[src/rtl/smpl_core_mc.sv]
// SMPL multi-cycle accumulator core: BOOT/FETCH/EXEC/DMEM/HALT sequencer with
// request/acknowledge instruction and data ports that tolerate wait states.
module smpl_core_mc #(
  parameter int DW = 16,
  parameter int AW = 12
) (
  input  logic          clock,
  input  logic          reset,
  output logic          ireq,
  output logic [AW-1:0] iaddr,
  input  logic [DW-1:0] idata,
  input  logic          iack,
  output logic          dreq,
  output logic          dwe,
  output logic [AW-1:0] daddr,
  output logic [DW-1:0] dwdata,
  input  logic [DW-1:0] drdata,
  input  logic          dack,
  output logic [DW-1:0] acc,
  output logic          carry,
  output logic          halted
);

  typedef enum logic [3:0] {
    OP_ADD  = 4'h0, OP_SUB = 4'h1, OP_AND = 4'h2, OP_NOT = 4'h3,
    OP_LDA  = 4'h4, OP_STA = 4'h5, OP_JMP = 4'h6, OP_JZ  = 4'h7,
    OP_ADDI = 4'h8, OP_LDI = 4'h9, OP_OR  = 4'hA, OP_XOR = 4'hB,
    OP_SHL  = 4'hC, OP_SHR = 4'hD, OP_JC  = 4'hE, OP_HLT = 4'hF
  } opcode_e;

  typedef enum logic [2:0] {
    S_BOOT, S_FETCH, S_EXEC, S_DMEM, S_HALT
  } state_e;

  state_e          state_q;
  logic [AW-1:0]   pc_q;
  logic [DW-1:0]   ir_q;
  logic [DW-1:0]   acc_q;
  logic            carry_q;
  logic            ireq_q;
  logic            dreq_q;
  logic            dwe_q;
  logic [AW-1:0]   daddr_q;
  logic [DW-1:0]   dwdata_q;
  logic            halted_q;

  opcode_e         op;
  logic [AW-1:0]   operand;
  logic [DW-1:0]   imm;
  logic            mem_op;
  logic [DW-1:0]   src;
  logic [DW:0]     add_w;
  logic [DW:0]     sub_w;
  logic [DW-1:0]   acc_d;
  logic            carry_d;

  assign op      = opcode_e'(ir_q[DW-1 -: 4]);
  assign operand = ir_q[AW-1:0];
  assign imm     = {{(DW-AW){1'b0}}, operand};
  assign mem_op  = op inside {OP_ADD, OP_SUB, OP_AND, OP_NOT, OP_LDA, OP_STA, OP_OR, OP_XOR};

  // Memory-class ops take their operand from the data port, the rest from the immediate.
  assign src   = mem_op ? drdata : imm;
  assign add_w = {1'b0, acc_q} + {1'b0, src};
  assign sub_w = {1'b0, acc_q} - {1'b0, src};

  // NOTE: every output of a combinational block gets a default first so that
  // no path through the case can leave it unassigned and infer a latch.
  always_comb begin
    acc_d   = acc_q;
    carry_d = carry_q;
    unique case (op)
      OP_ADD, OP_ADDI: begin acc_d = add_w[DW-1:0]; carry_d = add_w[DW]; end
      OP_SUB:          begin acc_d = sub_w[DW-1:0]; carry_d = sub_w[DW]; end
      OP_AND:          acc_d = acc_q & src;
      OP_OR:           acc_d = acc_q | src;
      OP_XOR:          acc_d = acc_q ^ src;
      OP_NOT:          acc_d = ~src;
      OP_LDA, OP_LDI:  acc_d = src;
      OP_SHL:          begin acc_d = {acc_q[DW-2:0], 1'b0}; carry_d = acc_q[DW-1]; end
      OP_SHR:          begin acc_d = {1'b0, acc_q[DW-1:1]}; carry_d = acc_q[0]; end
      default:         ;
    endcase
  end

  // NOTE: sequential state uses non-blocking assignments so every register
  // samples pre-edge values regardless of statement order.
  always_ff @(posedge clock or posedge reset) begin
    if (reset) begin
      state_q  <= S_BOOT;
      pc_q     <= '0;
      ir_q     <= '0;
      acc_q    <= '0;
      carry_q  <= 1'b0;
      ireq_q   <= 1'b0;
      dreq_q   <= 1'b0;
      dwe_q    <= 1'b0;
      daddr_q  <= '0;
      dwdata_q <= '0;
      halted_q <= 1'b0;
    end else begin
      unique case (state_q)
        S_BOOT: begin
          state_q <= S_FETCH;
          ireq_q  <= 1'b1;
        end
        S_FETCH: begin
          if (iack) begin
            ir_q    <= idata;
            pc_q    <= pc_q + AW'(1);
            ireq_q  <= 1'b0;
            state_q <= S_EXEC;
          end
        end
        S_EXEC: begin
          if (mem_op) begin
            dreq_q   <= 1'b1;
            daddr_q  <= operand;
            dwe_q    <= (op == OP_STA);
            dwdata_q <= acc_q;
            state_q  <= S_DMEM;
          end else if (op == OP_HLT) begin
            halted_q <= 1'b1;
            state_q  <= S_HALT;
          end else begin
            acc_q   <= acc_d;
            carry_q <= carry_d;
            ireq_q  <= 1'b1;
            state_q <= S_FETCH;
            if ((op == OP_JMP) ||
                (op == OP_JZ && acc_q == '0) ||
                (op == OP_JC && carry_q))
              pc_q <= operand;
          end
        end
        S_DMEM: begin
          if (dack) begin
            if (op != OP_STA) begin
              acc_q   <= acc_d;
              carry_q <= carry_d;
            end
            dreq_q  <= 1'b0;
            dwe_q   <= 1'b0;
            ireq_q  <= 1'b1;
            state_q <= S_FETCH;
          end
        end
        S_HALT: ;
        default: state_q <= S_BOOT;
      endcase
    end
  end

  assign ireq   = ireq_q;
  assign iaddr  = pc_q;
  assign dreq   = dreq_q;
  assign dwe    = dwe_q;
  assign daddr  = daddr_q;
  assign dwdata = dwdata_q;
  assign acc    = acc_q;
  assign carry  = carry_q;
  assign halted = halted_q;

endmodule

[config.mk]
export PLATFORM = sky130hd
export DESIGN_NAME = smpl_core_mc
export DESIGN_NICKNAME = d
export VERILOG_FILES = /design/src/rtl/smpl_core_mc.sv
export SDC_FILE = /design/constraint.sdc
export NUM_CORES = 1
export LEC_CHECK = 0
export ABC_AREA = 1
export ABC_CLOCK_PERIOD_IN_PS = 3800
export BUFFER_PORTS_ARGS = -buffer_cell sky130_fd_sc_hd__buf_2
export CAP_MARGIN = 20
export CELL_PAD_IN_SITES_DETAIL_PLACEMENT = 0
export CELL_PAD_IN_SITES_GLOBAL_PLACEMENT = 1
export CORE_ASPECT_RATIO = 1.75
export CORE_MARGIN = 1.5
export CORE_UTILIZATION = 46
export CTS_BUF_LIST = sky130_fd_sc_hd__clkbuf_8
export DETAILED_ROUTE_END_ITERATION = 6
export GPL_TIMING_DRIVEN = 0
export PLACE_DENSITY = 0.95
export SLEW_MARGIN = 20
export SYNTH_ARGS = -nofsm -noshare
export SYNTH_HDL_FRONTEND = slang
export SYNTH_SLANG_ARGS = --single-unit
[constraint.sdc]
create_clock -name clock -period 3.8 [get_ports clock]
set_input_delay 0 -clock clock [delete_from_list [all_inputs] [get_ports clock]]
set_output_delay 0 -clock clock [all_outputs]
set_load 0.02 [all_outputs]
==> impl_metrics.ini <==
[clock_network]
root_buffer = clkbuf_8
clock_sinks = 80
numCtsBuffers = 9
cts.repair.resized = 0
cts_tree = built
path_clk_slew_ns = 0.11
insertion_delay_ns = 0.38
htreeDepth = 3
cts_buffer_depth = 2

[synth]
yosysWarnings = 0
synthArstFlopShare_pct = 100.0
synth.top_cell.area_share_pct = 28.82
synth_area_leaders = dfrtp_1, nand2_1, ha_1
netlist_area_sq_um = 6945
syn-num-nets = 1159
synth_cell_types = 43
synth_edf_count = 0
ys_seq_elements = 80
synth_flop_cell = dfrtp_1
syn_avg_cell_area_sq_um = 6.491
synth_largest_area_cell = dfrtp_1
yosysSeqAreaShare_pct = 28.82
synthCells = 1070

[worst_setup_path]
reg2reg_depth = 17
arrival_ns = 3.61
r2r-start = ir_q[14]$_DFFE_PP0P_
cp_max_fo = 10
startpoint_type = register
cp-startpoint = ir_q[14]$_DFFE_PP0P_
worstPathRequired_ns = 4.07
cp-end-kind = register
path_class = reg -> reg

[routing]
drtIter0Drc = 473
antenna_left = 0
first_pass_iters = 5
vias_per_cell = 5.452
wl_um = 24280
via_count = 7551
drc = 0
routedWlPerCell_um = 17.53

[grt]
overflow = 0
grt_pass1_wl_um = 38060
grt_max_degree = 52
grt_pass1_vias = 7295
antenna_found_initial = 0
grt_use_total_pct = 32.01

[place]
dp_hpwl_um = 19350
place.gp.congestion = 1.020
placed_cells = 1350
numPortBuffers = 96

[finish]
fin_cells = 1385
drive_above_1_share_pct = 14.89
diodes = 0
syn_to_final_growth_pct = 16.65
nNetsFinal = 1287

[timing]
min_period_over_period_pct = 87.98
rsz0062_at_grt = false
setup_viol = 0
finalClockSkew_ns = 0.02029
worst_slew_pin_slew_ns = 0.7981
totalNegativeSetupSlack_ns = 0
slew-limit-headroom_pct = 46.30
post-route-min-period_ns = 3.343
slew_viol_final = 0
finalHoldViolCount = 0
max_freq_ghz = 0.2991

[status]
status = finished, final reports clean

[worst_hold_path]
hold_class = in -> reg
hp-start = drdata[0]
hold_depth = 4

[die]
core_area_sq_um = 14840
start_util_pct = 46.81
fp.dieW_um = 95.89
io_pins = 97
die_area_sq_um = 15870
rows = 59
die_h_um = 165.6

[flow_run]
drv_cap = 0
==> through the flow <==
step	hold slack (ns)	utilization (%)	worst slack [ns]	cell area, sq um
after floorplan	0.1096	-	1.261	6945
after global placement	0.1960	51.59	0.5058	7655
after detailed placement	0.03993	51.79	0.4799	7685
after CTS	0.06460	54.60	0.4802	8102
after global routing	0.09130	54.60	0.3041	8102
final	0.05862	54.60	0.4569	8102
==> kinds of logic (layout without fill, tap and decap cells) <==
logic type / Yosys count / after routing / synth area share, %
simple gates: 541 / 541 / 32.79
buf+inv: 209 / 341 / 12.50
compound gates: 181 / 181 / 15.37
flops: 80 / 80 / 28.82
fa+ha+maj: 53 / 53 / 9.764
xor+xnor: 6 / 6 / 0.7566
==> registers in the layout, indices dropped and copies added (netlist names), 3 cells and up <==
name / flops
acc: 16
iaddr: 12
ir_q: 16
daddr: 12
state_q: 3
dwdata: 16
==> final timing paths <==
path | to | slack, ns
setup / recovery | acc[12]$_DFFE_PP0P_ | 0.46
hold / removal | acc[0]$_DFFE_PP0P_ | 0.06
setup reg to reg | acc[12]$_DFFE_PP0P_ | 0.46
hold reg to reg | dreq$_DFFE_PP0P_ | 0.48
max in group asynchronous | daddr[7]$_DFFE_PP0P_ | 3.02
min in group asynchronous | acc[0]$_DFFE_PP0P_ | 0.17
==> cell usage in the layout, fill, tap and decap left out, types with 10 or more instances in the layout <==
cell type      Yosys  routed
nand3_1           69      69
clkbuf_1          10      10
dlygate4sd3_1      0      20
nand2_1          329     329
nand4_1           16      16
o21ai_0           88      88
buf_2             18     114
inv_1            166     165
o21ai_2           11      11
nor2_1            88      88
o22ai_1           15      15
a21oi_1           30      30
nor3_1            14      14
ha_1              51      51
dfrtp_1           80      80
==> worst max-delay path, cell delays in order (launching register included) <==
cell and delay, ns:
dfrtp_1 0.48, nand2_2 0.12, nand2_2 0.13, buf_6 0.18, buf_12 0.17, nand2_1 0.07
nand2_1 0.13, ha_1 0.21, inv_1 0.08, fa_1 0.44, o21ai_0 0.45, nand3_1 0.21
nand3_1 0.16, nand2_1 0.06, nand3_1 0.06, nand2_1 0.07, nor2_1 0.17, nor2_1 0.05
==> final cells by class <==
type                            count  area [sq um]
Buffer                             36         219.0
Clock buffer                        9         123.9
Clock inverter                      6         92.59
Fill cell                        1513          6736
Inverter                          173         651.9
Multi-Input combinational cell    781          4075
Sequential cell                    80          2002
Tap cell                          183         229.0
Timing Repair Buffer              117         708.2
==> synth_stat cells (2+ instances only) <==
cell type,n
nand3b_1,2
dfrtp_1,80
inv_2,7
o21ai_1,9
nand4_1,16
o31ai_1,2
a31oi_1,2
nor2_1,88
nor4_1,2
o221ai_1,6
ha_1,51
nor3_1,14
clkbuf_1,10
o22ai_1,15
or2_2,3
o21ai_0,88
a21oi_1,30
o2111ai_1,2
nand2_2,6
xor2_1,6
nand2_1,329
buf_4,2
buf_6,5
o21ai_2,11
o21bai_1,5
nand3_1,69
nor2_4,2
fa_1,2
o211ai_1,2
buf_2,18
a211oi_1,4
nor3_2,2
nor2_2,4
inv_1,166
o211ai_2,2
==> what timing repair did <==
| item | in CTS | in global routing |
|---|---|---|
| hold endpoints to repair | 49 | 0 |
| hold buffers | 20 | 0 |
| buffers inserted | 0 | 0 |
==> per-layer routing <==
| metal | global-route usage (%) | share of wire (%) | vias to the layer above |
|---|---|---|---|
| met3 | 3.892 | 4.6 | 64 |
| met2 | 59.57 | 53 | 269 |
| met4 | 15.24 | 4.7 | 0 |
| met1 | 34.78 | 37 | 3561 |
| li1 | - | - | 3657 |
| met5 | 0 | 0 | - |
Power is not shown: default switching activity piles up to over one toggle a cycle in this logic, so the estimate is an artifact.
